### config.mk
export PLATFORM = sky130hd
export DESIGN_NAME = hazard_monitor_flat
export DESIGN_NICKNAME = d
export VERILOG_FILES = /design/src/rtl/hazard_monitor_if.sv /design/src/rtl/hazard_monitor.sv /design/src/flat_wrapper.sv
export SDC_FILE = /design/constraint.sdc
export NUM_CORES = 1
export LEC_CHECK = 0
export ABC_CLOCK_PERIOD_IN_PS = 2400
export CAP_MARGIN = 40
export CORE_MARGIN = 1.5
export CORE_UTILIZATION = 50
export DETAILED_ROUTE_END_ITERATION = 7
export GPL_TIMING_DRIVEN = 0
export PLACE_DENSITY = 0.78
export SYNTH_ARGS = -nofsm -noshare
export SYNTH_HDL_FRONTEND = slang
export SYNTH_SLANG_ARGS = --single-unit
### constraint.sdc
create_clock -name clk -period 2.4 [get_ports clk]
set_input_delay 0.24 -clock clk [delete_from_list [all_inputs] [get_ports clk]]
set_output_delay 0.24 -clock clk [all_outputs]
set_load 0.005 [all_outputs]
### src/rtl/hazard_monitor_if.sv
// hazard_monitor_if
// Bundles the signals between the hazard-demo logic and the monitor.
//   y_raw, y_fix, clr          : driven by the master (logic under test / lab bench)
//   y_clean, glitch_pulse,
//   glitch_cnt, mismatch,
//   mismatch_cnt               : driven by the monitor (slave)
// CNT_W must match the CNT_W of the hazard_monitor instance attached to it.
interface hazard_monitor_if #(
  parameter int CNT_W = 8
);
  logic             y_raw;
  logic             y_fix;
  logic             clr;
  logic             y_clean;
  logic             glitch_pulse;
  logic [CNT_W-1:0] glitch_cnt;
  logic             mismatch;
  logic [CNT_W-1:0] mismatch_cnt;

  modport master (
    output y_raw,
    output y_fix,
    output clr,
    input  y_clean,
    input  glitch_pulse,
    input  glitch_cnt,
    input  mismatch,
    input  mismatch_cnt
  );

  modport slave (
    input  y_raw,
    input  y_fix,
    input  clr,
    output y_clean,
    output glitch_pulse,
    output glitch_cnt,
    output mismatch,
    output mismatch_cnt
  );
endinterface

### src/rtl/hazard_monitor.sv
// hazard_monitor
// Clocked observer for the static-hazard demo. Synchronises the unfixed
// (y_raw) and hazard-free (y_fix) logic outputs, produces a deglitched copy
// of y_raw, and counts glitches on y_raw and y_raw/y_fix disagreement episodes.
//
// Ports
//   clk   : sole clock, rising edge
//   rst_n : asynchronous active-low reset
//   bus   : hazard_monitor_if.slave
//             y_raw, y_fix   - asynchronous inputs
//             clr            - synchronous clear of counters and glitch_pulse
//             y_clean        - filtered y_raw
//             glitch_pulse   - one-cycle strobe per detected glitch
//             glitch_cnt     - saturating glitch count
//             mismatch       - registered y_raw ^ y_fix (synchronised)
//             mismatch_cnt   - saturating count of disagreement episodes
//
// Parameters
//   STABLE_CYCLES : cycles a new s_raw level must persist before y_clean
//                   adopts it (>= 1)
//   CNT_W         : width of both event counters
module hazard_monitor #(
  parameter int STABLE_CYCLES = 4,
  parameter int CNT_W         = 8
) (
  input  logic          clk,
  input  logic          rst_n,
  hazard_monitor_if.slave bus
);

  localparam int RUN_W = $clog2(STABLE_CYCLES + 1);
  localparam logic [RUN_W-1:0] RUN_LAST = RUN_W'(STABLE_CYCLES - 1);
  localparam logic [CNT_W-1:0] CNT_MAX  = '1;

  localparam logic [0:0] STABLE  = 1'b0;
  localparam logic [0:0] PENDING = 1'b1;

  // ---------------------------------------------------------------------------
  // Two-flop synchronisers. Channel 0 carries y_raw, channel 1 carries y_fix.
  // ---------------------------------------------------------------------------
  logic [1:0] async_in;
  logic [1:0] meta_reg;
  logic [1:0] sync_reg;

  assign async_in = {bus.y_fix, bus.y_raw};

  generate
    for (genvar gi = 0; gi < 2; gi++) begin : g_sync
      always_ff @(posedge clk or negedge rst_n) begin
        if (!rst_n) begin
          meta_reg[gi] <= 1'b0;
          sync_reg[gi] <= 1'b0;
        end else begin
          meta_reg[gi] <= async_in[gi];
          sync_reg[gi] <= meta_reg[gi];
        end
      end
    end
  endgenerate

  logic s_raw;
  logic s_fix;

  assign s_raw = sync_reg[0];
  assign s_fix = sync_reg[1];

  // ---------------------------------------------------------------------------
  // Filter FSM. run_cnt counts how many consecutive sampled cycles s_raw has
  // differed from y_clean; y_clean only moves once that run reaches
  // STABLE_CYCLES. A run that ends early is reported as a glitch.
  // ---------------------------------------------------------------------------
  logic [0:0]       state_reg;
  logic [0:0]       state_next;
  logic [RUN_W-1:0] run_cnt_reg;
  logic [RUN_W-1:0] run_cnt_next;
  logic             y_clean_reg;
  logic             y_clean_next;
  logic             glitch_det;

  always_comb begin
    state_next   = state_reg;
    run_cnt_next = run_cnt_reg;
    y_clean_next = y_clean_reg;
    glitch_det   = 1'b0;

    case (state_reg)
      STABLE: begin
        if (s_raw != y_clean_reg) begin
          if (STABLE_CYCLES == 1) begin
            // No persistence required: follow s_raw directly.
            y_clean_next = s_raw;
          end else begin
            state_next   = PENDING;
            run_cnt_next = RUN_W'(1);
          end
        end
      end

      PENDING: begin
        if (s_raw != y_clean_reg) begin
          if (run_cnt_reg == RUN_LAST) begin
            // This edge samples the STABLE_CYCLES-th differing cycle.
            y_clean_next = s_raw;
            run_cnt_next = '0;
            state_next   = STABLE;
          end else begin
            run_cnt_next = run_cnt_reg + RUN_W'(1);
          end
        end else begin
          // s_raw went back before the run completed: that was a glitch.
          glitch_det   = 1'b1;
          run_cnt_next = '0;
          state_next   = STABLE;
        end
      end

      default: begin
        state_next   = STABLE;
        run_cnt_next = '0;
      end
    endcase
  end

  always_ff @(posedge clk or negedge rst_n) begin
    if (!rst_n) begin
      state_reg   <= STABLE;
      run_cnt_reg <= '0;
      y_clean_reg <= 1'b0;
    end else begin
      state_reg   <= state_next;
      run_cnt_reg <= run_cnt_next;
      y_clean_reg <= y_clean_next;
    end
  end

  // ---------------------------------------------------------------------------
  // Disagreement tracking. An episode is counted on its first cycle only,
  // i.e. when the new difference is 1 while the registered one is still 0.
  // ---------------------------------------------------------------------------
  logic diff;
  logic mismatch_reg;
  logic mismatch_start;

  assign diff           = s_raw ^ s_fix;
  assign mismatch_start = diff & ~mismatch_reg;

  always_ff @(posedge clk or negedge rst_n) begin
    if (!rst_n) begin
      mismatch_reg <= 1'b0;
    end else begin
      mismatch_reg <= diff;
    end
  end

  // ---------------------------------------------------------------------------
  // Event counters and glitch strobe. clr wins over a same-edge event.
  // Counters stop at all-ones rather than wrapping.
  // ---------------------------------------------------------------------------
  logic [CNT_W-1:0] glitch_cnt_reg;
  logic [CNT_W-1:0] glitch_cnt_next;
  logic [CNT_W-1:0] mismatch_cnt_reg;
  logic [CNT_W-1:0] mismatch_cnt_next;
  logic             glitch_pulse_reg;
  logic             glitch_pulse_next;

  always_comb begin
    glitch_cnt_next   = glitch_cnt_reg;
    mismatch_cnt_next = mismatch_cnt_reg;
    glitch_pulse_next = glitch_det;

    if (glitch_det && (glitch_cnt_reg != CNT_MAX)) begin
      glitch_cnt_next = glitch_cnt_reg + CNT_W'(1);
    end
    if (mismatch_start && (mismatch_cnt_reg != CNT_MAX)) begin
      mismatch_cnt_next = mismatch_cnt_reg + CNT_W'(1);
    end

    if (bus.clr) begin
      glitch_cnt_next   = '0;
      mismatch_cnt_next = '0;
      glitch_pulse_next = 1'b0;
    end
  end

  always_ff @(posedge clk or negedge rst_n) begin
    if (!rst_n) begin
      glitch_cnt_reg   <= '0;
      mismatch_cnt_reg <= '0;
      glitch_pulse_reg <= 1'b0;
    end else begin
      glitch_cnt_reg   <= glitch_cnt_next;
      mismatch_cnt_reg <= mismatch_cnt_next;
      glitch_pulse_reg <= glitch_pulse_next;
    end
  end

  // ---------------------------------------------------------------------------
  // Outputs are driven straight from registers.
  // ---------------------------------------------------------------------------
  assign bus.y_clean      = y_clean_reg;
  assign bus.glitch_pulse = glitch_pulse_reg;
  assign bus.glitch_cnt   = glitch_cnt_reg;
  assign bus.mismatch     = mismatch_reg;
  assign bus.mismatch_cnt = mismatch_cnt_reg;

endmodule
### src/flat_wrapper.sv
// flat-port wrapper written by rule: the top's interface ports become plain ports
module hazard_monitor_flat 
#(
  parameter int STABLE_CYCLES = 4,
  parameter int CNT_W         = 8
)
  (clk, rst_n, bus_y_raw, bus_y_fix, bus_clr, bus_y_clean, bus_glitch_pulse, bus_glitch_cnt, bus_mismatch, bus_mismatch_cnt);
  hazard_monitor_if #(.CNT_W(CNT_W)) bus_i ();
  input  logic clk;
  input  logic rst_n;
  input wire logic [$bits(bus_i.y_raw)-1:0] bus_y_raw;
  input wire logic [$bits(bus_i.y_fix)-1:0] bus_y_fix;
  input wire logic [$bits(bus_i.clr)-1:0] bus_clr;
  output wire logic [$bits(bus_i.y_clean)-1:0] bus_y_clean;
  output wire logic [$bits(bus_i.glitch_pulse)-1:0] bus_glitch_pulse;
  output wire logic [$bits(bus_i.glitch_cnt)-1:0] bus_glitch_cnt;
  output wire logic [$bits(bus_i.mismatch)-1:0] bus_mismatch;
  output wire logic [$bits(bus_i.mismatch_cnt)-1:0] bus_mismatch_cnt;
  assign bus_i.y_raw = bus_y_raw;
  assign bus_i.y_fix = bus_y_fix;
  assign bus_i.clr = bus_clr;
  assign bus_y_clean = bus_i.y_clean;
  assign bus_glitch_pulse = bus_i.glitch_pulse;
  assign bus_glitch_cnt = bus_i.glitch_cnt;
  assign bus_mismatch = bus_i.mismatch;
  assign bus_mismatch_cnt = bus_i.mismatch_cnt;
  hazard_monitor #(.STABLE_CYCLES(STABLE_CYCLES), .CNT_W(CNT_W)) u_core (.clk(clk), .rst_n(rst_n), .bus(bus_i));
endmodule
Word level (Yosys, flattened, before mapping) --
Cells that the tools add are included.
Operators by class: add/subtract/negate cells 3, bitwise operators 4, muxes and demuxes 15, reductions and logical operators 5, equality and inequality tests 5
Operator list (number):
- $mux 8 | 4
- $add 8x1->8 const B | 2
- $ne 8x8->1 const B | 2
- $mux 3 | 3
- $mux 1 | 6
- $pmux 3 s2 | 1
- $reduce_bool 2->1 | 2
- $add 3x1->3 const B | 1
- $eq 3x2->1 const B | 1
- $reduce_and 3->1 | 1
- $logic_and 1x1->1 | 2
- $ne 2x1->1 const B | 1
- $not 1->1 | 2
- $pmux 1 s2 | 1
- $and 1x1->1 | 1
- $ne 1x1->1 | 1
- $xor 1x1->1 | 1
Storage, ports and cells: word-level logic and storage cells 43, bits in registers 27, output and inout port bits 19, bits of input ports 5

Logic depth before layout (Yosys ltp) --
word-level depth 6, gate-level depth with buffers 6, mapped depth without buffers 5

Worst setup path before layout --
OpenSTA, ideal clock, no wires.
path type register to register, start point reg u_core.mismatch_cnt_reg[0] (netlist: u_core.bus.mismatch_cnt[0]), end point reg u_core.mismatch_cnt_reg[2] (netlist: u_core.bus.mismatch_cnt[2]), clock period less this slack 1.785 ns, buffers on the path 0, library setup time 0.120 ns, data arrival time 1.665 ns, path slack 0.615 ns, required time 2.280 ns, stages on the path, launching flop included 6, path through dfrtp_1 -> ha_1 -> and4_1 -> a211oi_1 -> a21oi_1 -> a31o_2
Between the ends: longest elaborated chain between the ends 3, elaborated cells between the ends (all ways) 6, classes of those cells add/sub: 1; eq/ne: 1; mux: 2; reduce/logical: 2
RTL lines:
- start, declared | line hazard_monitor.sv:161 | logic [CNT_W-1:0] mismatch_cnt_reg;
- start signal, assigned | line hazard_monitor.sv:192 | mismatch_cnt_reg <= mismatch_cnt_next;
- $add 8x1->8 / $ne 8x8->1 (equally long branches) | line hazard_monitor.sv:175, hazard_monitor.sv:174
- $mux 8 / $logic_and 1x1->1 (equally long branches) | line hazard_monitor.sv:174 | if (mismatch_start && (mismatch_cnt_reg != CNT_MAX)) begin
- $mux 8 / $reduce_bool 2->1 (equally long branches)
Parallel ways exist; a longest one is shown, timed or not. The select of a mux whose other input is x is not followed. A chain may end at the register's enable or synchronous reset.

Final worst setup path --
Same ends and word-level chain as after synthesis.

==> run_results.csv <==
group,metric,value,unit
outcome,outcome,"finished, final reports clean",
die,io_pins,24,
setup_path,critical_path_arrival,2.20,ns
pwr,comb_power_share,25.6,%
setup_path,rrSetupSlack,0.44,ns
place,dp.cells,166,
synthesis,ys_types,35,
pwr,p_int,702,µW
synthesis,synth_warnings,0,
pwr,powerDensity,673,nW/µm²
die,fp.coreArea,2250,µm²
global_route,grt_max_degree,20,
die,fp-row-count,17,
setup_path,path_buf_inv,0,
pwr,seq_power_share,54.8,%
timing,setup_viol,0,
clock_tree,numClockSinks,27,
finish,fillers,198,
route,wl_per_cell,14.4,µm
route,drt-initial-drc-count,9,
global_route,grtUsageTotal,21.3,%
place,place_hpwl,1810,µm
finish,drive_gt1_share,6.34,%
synthesis,syn_inst,115,
clock_tree,clk_pin_slew,0.15,ns
timing,slew_viol_final,0,
pwr,swShare,32.1,%
timing,rsz0062_at_grt,"false",
synthesis,synth_area,1220,µm²
setup_path,crit_path_top_delay_cell,"a211oi_1",
die,die_w,52.5,µm
setup_path,critPathMaxFanout,6,
pwr,power_frac_clock,19.6,%
run,drv_cap,0,
synthesis,synth_seq_cells,27,
global_route,first_global_vias,942,
timing,min_period,1.96,ns
min_path,min_path_type,"primary input to asynchronous set/reset pin",
setup_path,cp-start-kind,"flip-flop",
clock_tree,cts_hold_buf,0,
clock_tree,cts_resized,0,
setup_path,path_class,"flip-flop to flip-flop",
clock_tree,clock_latency,0.33,ns
setup_path,max_stage_delay,0.58,ns
die,start_util,54.3,%
route,detail-route-antenna-nets,0,
route,totalWireLength,2440,µm
place,place_congestion,0.829,
timing,tns,0,ns
die,die_area,2750,µm²
timing,worstMarginPinSlew,0.626,ns
finish,final_net_count,151,
clock_tree,cts_max_level,1,
finish,diodes,0,
pwr,switchingPower,332,µW
setup_path,required,2.64,ns
place,place_ws,0.480,ns
pwr,ir_drop,0.524,mV
finish,area_growth,25.6,%
die,die_y,52.5,µm
synthesis,syn_nets,123,
global_route,grt_pass1_wl,4260,µm
timing,slew-limit-headroom,58.0,%
route,vias_per_cell,5.77,
timing,layout_setup_ws,0.439,ns
setup_path,crit_path_end_kind,"flip-flop",
clock_tree,post-cts-setup-buffers,0,
route,vias,981,
pwr,p_leak,0.626,nW
global_route,grt-ovfl-total,0,
clock_tree,cts_root_buf,"clkbuf_4",
route,drcViolationCount,0,
place,port-buffer-count,22,
synthesis,synth_area_per_cell,10.6,µm²
clock_tree,cts_tree,"done",
timing,clock_skew,0.00478,ns
clock_tree,cts_buffers,3,
timing,max_freq,510,MHz
timing,hold_viol_final,0,
route,dr.pass1.iters,4,
synthesis,seq_area_frac_synth,55.2,%
finish,instances_no_fill,170,
setup_path,path_cells,"ha_1 > and4_1 > a211oi_1 > a21oi_1 > a31o_2",
clock_tree,clock_path_buffers,2,
setup_path,crit_family,"compound AO/OA/AOI/OAI gates",
timing,fin_crit_sh,81.7,%
global_route,antenna_found_initial,0,
through the flow:
stage	total power [mW]	area [µm²]	util [%]	hold slack [ns]
2_1_floorplan	0.722	1220	-	-0.0556
3_3_place_gp	0.820	1480	65.6	0.332
3_5_place_dp	0.843	1510	66.8	0.337
4_1_cts	1.05	1540	68.1	0.215
5_1_grt	1.10	1540	68.1	0.221
6_report	1.03	1540	68.1	0.218
layout by cell type, fill, tap and decap left out, drive strengths merged, types with 2 or more instances in the layout:
cell type,Yosys,layout
inv,3,3
o21ai,5,5
clkdlybuf4s50,0,22
dfrtp,27,27
buf,1,2
xnor2,4,4
o31ai,3,3
nor3,3,3
nor2,8,8
nand2,7,7
a211oi,2,2
mux2i,2,2
a31oi,2,2
ha,3,3
nand3,9,9
o21a,2,2
xor2,2,2
a21oi,9,9
clkbuf,2,5
or4,3,3
or3,4,4
cell families after synthesis:
family	share of synthesized area, %
AND/OR/NAND/NOR	19.3
AO/OA/AOI/OAI	13.7
flip-flops	55.2
XOR/XNOR	4.29
buffers and inverters	1.84
multiplexers	2.56
adder cells (fa/ha/maj)	3.07
power by group through the flow:
| stage | logic, mW | clock network [mW] | registers (mW) |
|---|---|---|---|
| floorplan | 0.157 | 0 | 0.565 |
| global placement | 0.249 | 0 | 0.570 |
| detailed placement | 0.268 | 0 | 0.575 |
| CTS | 0.270 | 0.212 | 0.566 |
| global route | 0.301 | 0.228 | 0.576 |
| finish | 0.264 | 0.203 | 0.567 |
synthesized netlist by cell type (all sizes together):
cell type,count,area share [%]
nand2,7,2.1
nand2b,1,0.51
o31ai,3,1.8
a31o,1,0.72
nor2,8,2.5
inv,3,0.92
o21ai,5,2.0
nand4,1,0.51
a31oi,2,1.0
nor3,3,1.2
xor2,2,1.4
o211ai,1,0.61
o21a,2,1.2
nor2b,1,0.51
o21bai,1,0.61
nor3b,1,0.61
xnor2,4,2.9
a211oi,2,1.2
or3,4,2.1
nor4,1,0.51
nand3,9,3.7
buf,1,0.31
mux2i,2,1.6
ha,3,3.1
a21oi,9,3.7
and3,1,0.51
dfrtp,27,55
and4,1,0.72
mux2,1,0.92
clkbuf,2,0.61
or4,3,1.8
or4b,1,1.1
a2111oi,1,0.72
and4b,1,0.82
worst paths after layout:
| kind | startpoint | to | cells after the start |
|---|---|---|---|
| max | u_core.bus.mismatch_cnt[0]$_DFFE_PN0P_ | u_core.bus.mismatch_cnt[2]$_DFFE_PN0P_ | 5 |
| min | rst_n | u_core.run_cnt_reg[2]$_DFFE_PN0P_ | 1 |
| max reg2reg | u_core.bus.mismatch_cnt[0]$_DFFE_PN0P_ | u_core.bus.mismatch_cnt[2]$_DFFE_PN0P_ | 5 |
| min reg2reg | u_core.meta_reg[1]$_DFF_PN0_ | u_core.s_fix$_DFF_PN0_ | 0 |
| min in group clk | bus_clr | u_core.bus.glitch_cnt[6]$_DFFE_PN0P_ | 2 |
| max in group asynchronous | rst_n | u_core.bus.mismatch_cnt[1]$_DFFE_PN0P_ | 2 |
routing by layer:
layer | up-vias | GRT usage, % | share of wire, %
met1 | 480 | 28.4 | 45
met5 | - | 0 | 0
met4 | 0 | 11.5 | 0.86
li1 | 480 | - | -
met3 | 4 | 4.57 | 3.0
met2 | 17 | 32.3 | 51
layout make-up:
class | instances | area [µm²] | share of cell area [%]
repair buffers | 23 | 248 | 16.1
clock inverters | 1 | 7.51 | 0.489
flip-flops and latches | 27 | 676 | 44.0
inverters | 3 | 11.3 | 0.733
multi-input cells | 82 | 526 | 34.2
plain buffers | 3 | 11.3 | 0.733
well taps | 28 | 35.0 | 2.28
clock buffers | 3 | 22.5 | 1.47
Power figures use the tool's default switching activity.
